<file path="src/rtl/code_sequencer.sv">
// -----------------------------------------------------------------------------
// code_sequencer
//
// Purpose:
//   Drives the 4-bit input code of the combinational 4-in/12-out pattern
//   decoder and registers the decoder's 12 outputs for display.  The code
//   is stepped automatically (up or down, prescaled by DIV), manually (one
//   up-step per button press), or held.  A parallel load overrides any step.
//
// Parameters:
//   DIV        clock cycles per automatic step (>= 2)
//   CODE_MAX   highest code value, range 0..CODE_MAX (<= 15)
//   DEB_CYCLES stable-count for the step button (debounce build only)
//
// Ports:
//   clk_i        system clock, rising edge
//   rst_ni       asynchronous active-low reset
//   en_i         global enable; 0 freezes code, prescaler and FSM (load works)
//   mode_i       00 HOLD, 01 AUTO_UP, 10 AUTO_DOWN, 11 MANUAL
//   step_btn_i   asynchronous push-button, active-high (MANUAL mode)
//   load_i       synchronous parallel-load strobe
//   load_val_i   value to load (clamped to CODE_MAX)
//   seg_in_i     decoder outputs {a..k,x} for the current code
//   code_o       registered code to decoder inputs {I1,I2,I3,I4}, I1 = MSB
//   seg_out_o    registered copy of seg_in_i
//   tick_o       one-cycle pulse on every code step (not on load)
//   wrap_o       one-cycle pulse on a CODE_MAX->0 or 0->CODE_MAX step
//
// Build option:
//   DEBOUNCE_EN  when defined, the synchronized button must be stable for
//                DEB_CYCLES consecutive cycles before its level is accepted;
//                press-to-code latency grows from 3 to 3+DEB_CYCLES cycles.
// -----------------------------------------------------------------------------
module code_sequencer #(
    parameter int DIV        = 4,
    parameter int CODE_MAX   = 15,
    parameter int DEB_CYCLES = 3
) (
    input  logic        clk_i,
    input  logic        rst_ni,
    input  logic        en_i,
    input  logic [1:0]  mode_i,
    input  logic        step_btn_i,
    input  logic        load_i,
    input  logic [3:0]  load_val_i,
    input  logic [11:0] seg_in_i,
    output logic [3:0]  code_o,
    output logic [11:0] seg_out_o,
    output logic        tick_o,
    output logic        wrap_o
);

    localparam int              PW       = $clog2(DIV);
    localparam logic [PW-1:0]   PRE_LAST = PW'(DIV - 1);
    localparam logic [3:0]      CMAX     = 4'(CODE_MAX);

    if (DIV < 2 || CODE_MAX < 1 || CODE_MAX > 15 || DEB_CYCLES < 1) begin : g_param_check
        $error("code_sequencer: parameter out of range");
    end

    typedef enum logic [1:0] {
        S_HOLD = 2'b00,
        S_UP   = 2'b01,
        S_DOWN = 2'b10,
        S_MAN  = 2'b11
    } state_e;

    // Saturate a loaded value into the legal code range.
    function automatic logic [3:0] clamp_code(input logic [3:0] v);
        return (v > CMAX) ? CMAX : v;
    endfunction

    function automatic logic [3:0] code_inc(input logic [3:0] c);
        return (c == CMAX) ? 4'd0 : c + 4'd1;
    endfunction

    function automatic logic [3:0] code_dec(input logic [3:0] c);
        return (c == 4'd0) ? CMAX : c - 4'd1;
    endfunction

    function automatic state_e mode_to_state(input logic [1:0] m);
        case (m)
            2'b01:   return S_UP;
            2'b10:   return S_DOWN;
            2'b11:   return S_MAN;
            default: return S_HOLD;
        endcase
    endfunction

    state_e         state_q, state_d;
    logic [PW-1:0]  pre_q, pre_d;
    logic [3:0]     code_q, code_d;
    logic [11:0]    seg_q;
    logic           tick_q, tick_d;
    logic           wrap_q, wrap_d;

    // Button path: 2-FF synchronizer, optional debounce, rising-edge detect.
    logic           btn_s1_q, btn_s2_q;
    logic           btn_prev_q;
    logic           btn_lvl;
    logic           btn_rise;

`ifdef DEBOUNCE_EN
    localparam int             DCW      = $clog2(DEB_CYCLES + 1);
    localparam logic [DCW-1:0] DEB_LAST = DCW'(DEB_CYCLES - 1);

    logic           btn_deb_q, btn_deb_d;
    logic [DCW-1:0] deb_cnt_q, deb_cnt_d;

    // The counter measures how long the synchronized level has disagreed
    // with the accepted level; any agreement restarts the count.
    always_comb begin
        btn_deb_d = btn_deb_q;
        deb_cnt_d = '0;
        if (btn_s2_q != btn_deb_q) begin
            if (deb_cnt_q == DEB_LAST) begin
                btn_deb_d = btn_s2_q;
            end else begin
                deb_cnt_d = deb_cnt_q + 1'b1;
            end
        end
    end

    assign btn_lvl = btn_deb_q;
`else
    assign btn_lvl = btn_s2_q;
`endif

    // The edge register tracks the level in every mode, so a button held
    // across a mode change never produces a stale step later.
    assign btn_rise = btn_lvl & ~btn_prev_q;

    logic step_up_req;
    logic step_dn_req;

    always_comb begin
        state_d     = state_q;
        pre_d       = pre_q;
        code_d      = code_q;
        tick_d      = 1'b0;
        wrap_d      = 1'b0;
        step_up_req = 1'b0;
        step_dn_req = 1'b0;

        if (en_i) begin
            state_d = mode_to_state(mode_i);
            case (state_q)
                S_UP, S_DOWN: begin
                    if (pre_q == PRE_LAST) begin
                        pre_d       = '0;
                        step_up_req = (state_q == S_UP);
                        step_dn_req = (state_q == S_DOWN);
                    end else begin
                        pre_d = pre_q + 1'b1;
                    end
                end
                S_MAN: begin
                    pre_d       = '0;
                    step_up_req = btn_rise;
                end
                default: begin
                    pre_d = '0;
                end
            endcase
            // A new mode always starts a full prescale period.
            if (state_d != state_q) begin
                pre_d = '0;
            end
        end

        // Load wins over any step due in the same cycle; the step is dropped.
        if (load_i) begin
            code_d = clamp_code(load_val_i);
            pre_d  = '0;
        end else if (step_up_req) begin
            code_d = code_inc(code_q);
            tick_d = 1'b1;
            wrap_d = (code_q == CMAX);
        end else if (step_dn_req) begin
            code_d = code_dec(code_q);
            tick_d = 1'b1;
            wrap_d = (code_q == 4'd0);
        end
    end

    always_ff @(posedge clk_i or negedge rst_ni) begin
        if (!rst_ni) begin
            state_q    <= S_HOLD;
            pre_q      <= '0;
            code_q     <= 4'd0;
            seg_q      <= 12'd0;
            tick_q     <= 1'b0;
            wrap_q     <= 1'b0;
            btn_s1_q   <= 1'b0;
            btn_s2_q   <= 1'b0;
            btn_prev_q <= 1'b0;
`ifdef DEBOUNCE_EN
            btn_deb_q  <= 1'b0;
            deb_cnt_q  <= '0;
`endif
        end else begin
            state_q    <= state_d;
            pre_q      <= pre_d;
            code_q     <= code_d;
            seg_q      <= seg_in_i;
            tick_q     <= tick_d;
            wrap_q     <= wrap_d;
            btn_s1_q   <= step_btn_i;
            btn_s2_q   <= btn_s1_q;
            btn_prev_q <= btn_lvl;
`ifdef DEBOUNCE_EN
            btn_deb_q  <= btn_deb_d;
            deb_cnt_q  <= deb_cnt_d;
`endif
        end
    end

    assign code_o    = code_q;
    assign seg_out_o = seg_q;
    assign tick_o    = tick_q;
    assign wrap_o    = wrap_q;

endmodule
</file>
<file path="config.mk">
export PLATFORM = sky130hd
export DESIGN_NAME = code_sequencer
export DESIGN_NICKNAME = d
export VERILOG_FILES = /design/src/rtl/code_sequencer.sv
export SDC_FILE = /design/constraint.sdc
export NUM_CORES = 1
export LEC_CHECK = 0
export CAP_MARGIN = 20
export CORE_MARGIN = 2
export CORE_UTILIZATION = 50
export DETAILED_ROUTE_END_ITERATION = 7
export DONT_BUFFER_PORTS = 1
export PLACE_DENSITY_LB_ADDON = 0.15
export SYNTH_ARGS = -nofsm -noshare
export SYNTH_HDL_FRONTEND = slang
export SYNTH_SLANG_ARGS = --single-unit
</file>
<file path="constraint.sdc">
create_clock -name clk_i -period 2.4 [get_ports clk_i]
set_clock_uncertainty 0.15 [all_clocks]
set_input_delay 0.48 -clock clk_i [delete_from_list [all_inputs] [get_ports clk_i]]
set_output_delay 0.48 -clock clk_i [all_outputs]
set_load 0.01 [all_outputs]
</file>
==> results.md <==
* Outcome: completed
* Largest area contributor in the netlist: dfrtp_1
* Met1 Resource Use GR at 21.4%
* Die Span X at 49.9 µm
* Post-route minimum period at 2.00 ns
* Core ar. at 1980 µm²
* Worst setup SP type: flop
* Vias in the first global route at 734
* Crit path kind: flop to flop
* Pins Over Slew Limit at 0
* Synth Flop Type: dfrtp_1
* GP Congestion at 0.787
* Met3 Use GR at 5.76%
* H-tree levels at 1
* # diodes at 0
* Largest net degree at the start of global routing at 26
* Post-Syn Area at 1050 µm²
* Final setup viols at 0
* Setup TNS at 0 ns
* Rows at 16
* Total clock buffers created by CTS at 3
* Die footprint at 2490 µm²
* Worst endpoint data arrival time at 2.07 ns
* R2R setup slack at 0.40 ns
* Syn_area_per_cell at 11.7 µm²
* Area growth syn-to-layout at 20.6%
* Hold Slack at 0.0410 ns
* DP Wirelength at 1.30 mm
* Total power draw at 784 µW
* Number of gates resized after CTS at 0
* Area occupied by multi-input gates at 388 µm²
* I/O Buffers at 0
* Top cells by area, synth: dfrtp_1, ha_1, o21ai_0
* DRT iter0 DRCs at 9
* Reg area at 626 µm²
* Reg-to-reg critical path endpoint: code_o[2]$_DFFE_PN0P_
* Post-Synthesis Cells at 90
* Adder-Cell Fraction of Synth Area at 8.30%
* Worst-Margin Slew at 0.454 ns
* # clock sinks at 25
* Yosys cell types at 31
* Mux cell area share after synthesis at 0.949%
* Critical Path Sink: code_o[2]$_DFFE_PN0P_
* Remaining global-route overflow at 0
* Hold Crit Class: input pin to flop
* RSZ-0062 raised after global routing: no
* Pwr Density at 616 nW/µm²
* Post-synth EDFFs at 0
* Leakage at 0.000567 µW
* Initial antenna violation count at 0
* First-pass GRT wire length at 3.28 mm
* Complex-gate fraction of the synthesized area at 14.1%
* Worst skew pair latency at 0.33 ns
* Synth warnings at 0
* CP Buf/Inv Count at 1
* Part of the cycle the worst path needs at 83.3%
* Crit path launch: state_q[0]$_DFFE_PN0P_
* Detailed-route DRC error count at 0
* Total track usage at 18.0%
* Post-CTS Setup Repair Bufs at 0
* Layout cells sized above 1 at 7.55%
* Rel. slew slack at 69.6%
* TritonCTS clock tree: done
* CP top delay family: flip-flops
* Syn_nets at 120
* Simple-gate share of the synthesized area at 10.9%
* CP Max Fanout at 9
* First drt pass iteration count at 4
* Max-cap check violation count at 0
* Largest family of logic cells by synthesized area: compound AO/OA/AOI/OAI gates
* Root Buffer: clkbuf_4
* Starting Density at 53.2%
* XOR/XNOR Fraction of Synth Area at 2.49%
* Top post-synthesis cells by count: dfrtp_1, ha_1, inv_1, nand2_1, o21ai_0
* Routed Antenna Nets at 0
* Clk buf depth at 2
* Fillers at 153
* DR WL/cell at 14.2 µm
* Global routing's busiest layer: met2
* CP max-delay cell: dfrtp_1
* Maximum clock rate at 500 MHz
* Chip Height at 49.9 µm
* Top-area cell type share of the netlist area at 59.3%
* Max stage delay on crit path at 0.44 ns
* Most frequent cell after synthesis: dfrtp_1
* Critical Path End Type: flop
* M2 GR Usage at 27.8%
* Seq/Total Area, Yosys at 59.3%
* Maximum vdd drop at 0.000507 V
* Worst R2R Path Depth at 7
* Reg-to-Reg Start: state_q[0]$_DFFE_PN0P_
* Worst-path cell chain: inv_1 -> ha_1 -> nand2b_1 -> a21oi_2 -> mux2i_1 -> xnor2_1 -> o21ai_0
* Clock-pin slew on the worst setup and hold paths at 0.14 ns
* Required time of the critical path at 2.48 ns
* Final core occ at 64.2%
* Endpoints failing hold at 0
* Post-synth ARST share at 100%
* Critical Path Stages at 7
* I/O pin count at 41
* Via count at 716
* DR vias/cell at 5.38
* Yosys reg bits at 25
* Layout Nets at 137
* Total Wirelength at 1.89 mm
[final cells by class]
class | count | share of cell area (%)
sequential | 25 | 49.2
multi-input combinational | 55 | 30.5
timing repair buffer | 15 | 13.2
tap | 27 | 2.65
inverter | 7 | 2.06
clock buffer | 3 | 1.77
clock inverter | 1 | 0.688
[registers in the layout, indices dropped and copies added, names as in the netlist]
register and flops:
btn_s1_q 1, tick_o 1, seg_out_o 12, btn_prev_q 1, code_o 4, wrap_o 1
btn_lvl 1, pre_q 2, state_q 2
[metrics by stage]
stage               setup slack (ns)  cells  instance area (µm²)
global placement               0.483    114                 1070
detailed placement             0.410    114                 1070
finish                         0.401    133                 1270
CTS                            0.397    132                 1240
floorplan                      0.644     90                 1050
global route                   0.258    133                 1270
[power breakdown]
part           leakage (µW)  switching [µW]  internal (µW)
Sequential         0.000302            35.3            446
Clock             0.0000183             135           68.0
Combinational      0.000246            47.1           52.5
[layout by cell type (no fill, tap or decap), types with 2 or more instances in the layout]
cell / synthesis / layout
a21oi_1: 3 / 3
a31oi_1: 3 / 3
clkbuf_4: 0 / 3
dfrtp_1: 25 / 25
dlygate4sd3_1: 0 / 14
ha_1: 7 / 7
inv_1: 7 / 7
nand2_1: 7 / 7
nand2b_1: 2 / 2
nand4_1: 2 / 2
nor2_1: 5 / 5
o21ai_0: 6 / 6
xor2_1: 2 / 2
[how the worst min path moves through the flow]
stage | startpoint | to | slack [ns] | cells after the start
3_3_place_gp | rst_ni | seg_out_o[4]$_DFF_PN0_ | 0.03 | 0
2_1_floorplan | rst_ni | btn_lvl$_DFF_PN0_ | 0.03 | 0
3_5_place_dp | rst_ni | seg_out_o[4]$_DFF_PN0_ | 0.03 | 0
4_1_cts | load_i | wrap_o$_DFF_PN0_ | 0.03 | 1
6_report | load_i | wrap_o$_DFF_PN0_ | 0.04 | 1
5_1_grt | load_i | wrap_o$_DFF_PN0_ | 0.02 | 1
[layer usage]
metal	up-vias	part of all wire, %	routed length [µm]
met5	-	0	0
met4	0	2.8	53
met3	5	7.8	147
met2	30	48	898
met1	336	42	785
li1	345	-	-
[timing repair]
action                                 4_1_cts  5_1_grt
hold buffers                                14        0
endpoints found under the hold margin       38        0
setup endpoints to repair                    0        0
[cell families (layout without fill, tap and decap cells)]
family                     count (synthesis)  after routing
AOI/OAI and AO/OA                         22             22
xor gates and xnor gates                   3              3
adders and majority gates                  7              7
buffers and inverters                     10             26
DFF                                       25             25
muxes                                      1              1
and+or+nand+nor                           22             22
Power figures use the tool's default switching activity.
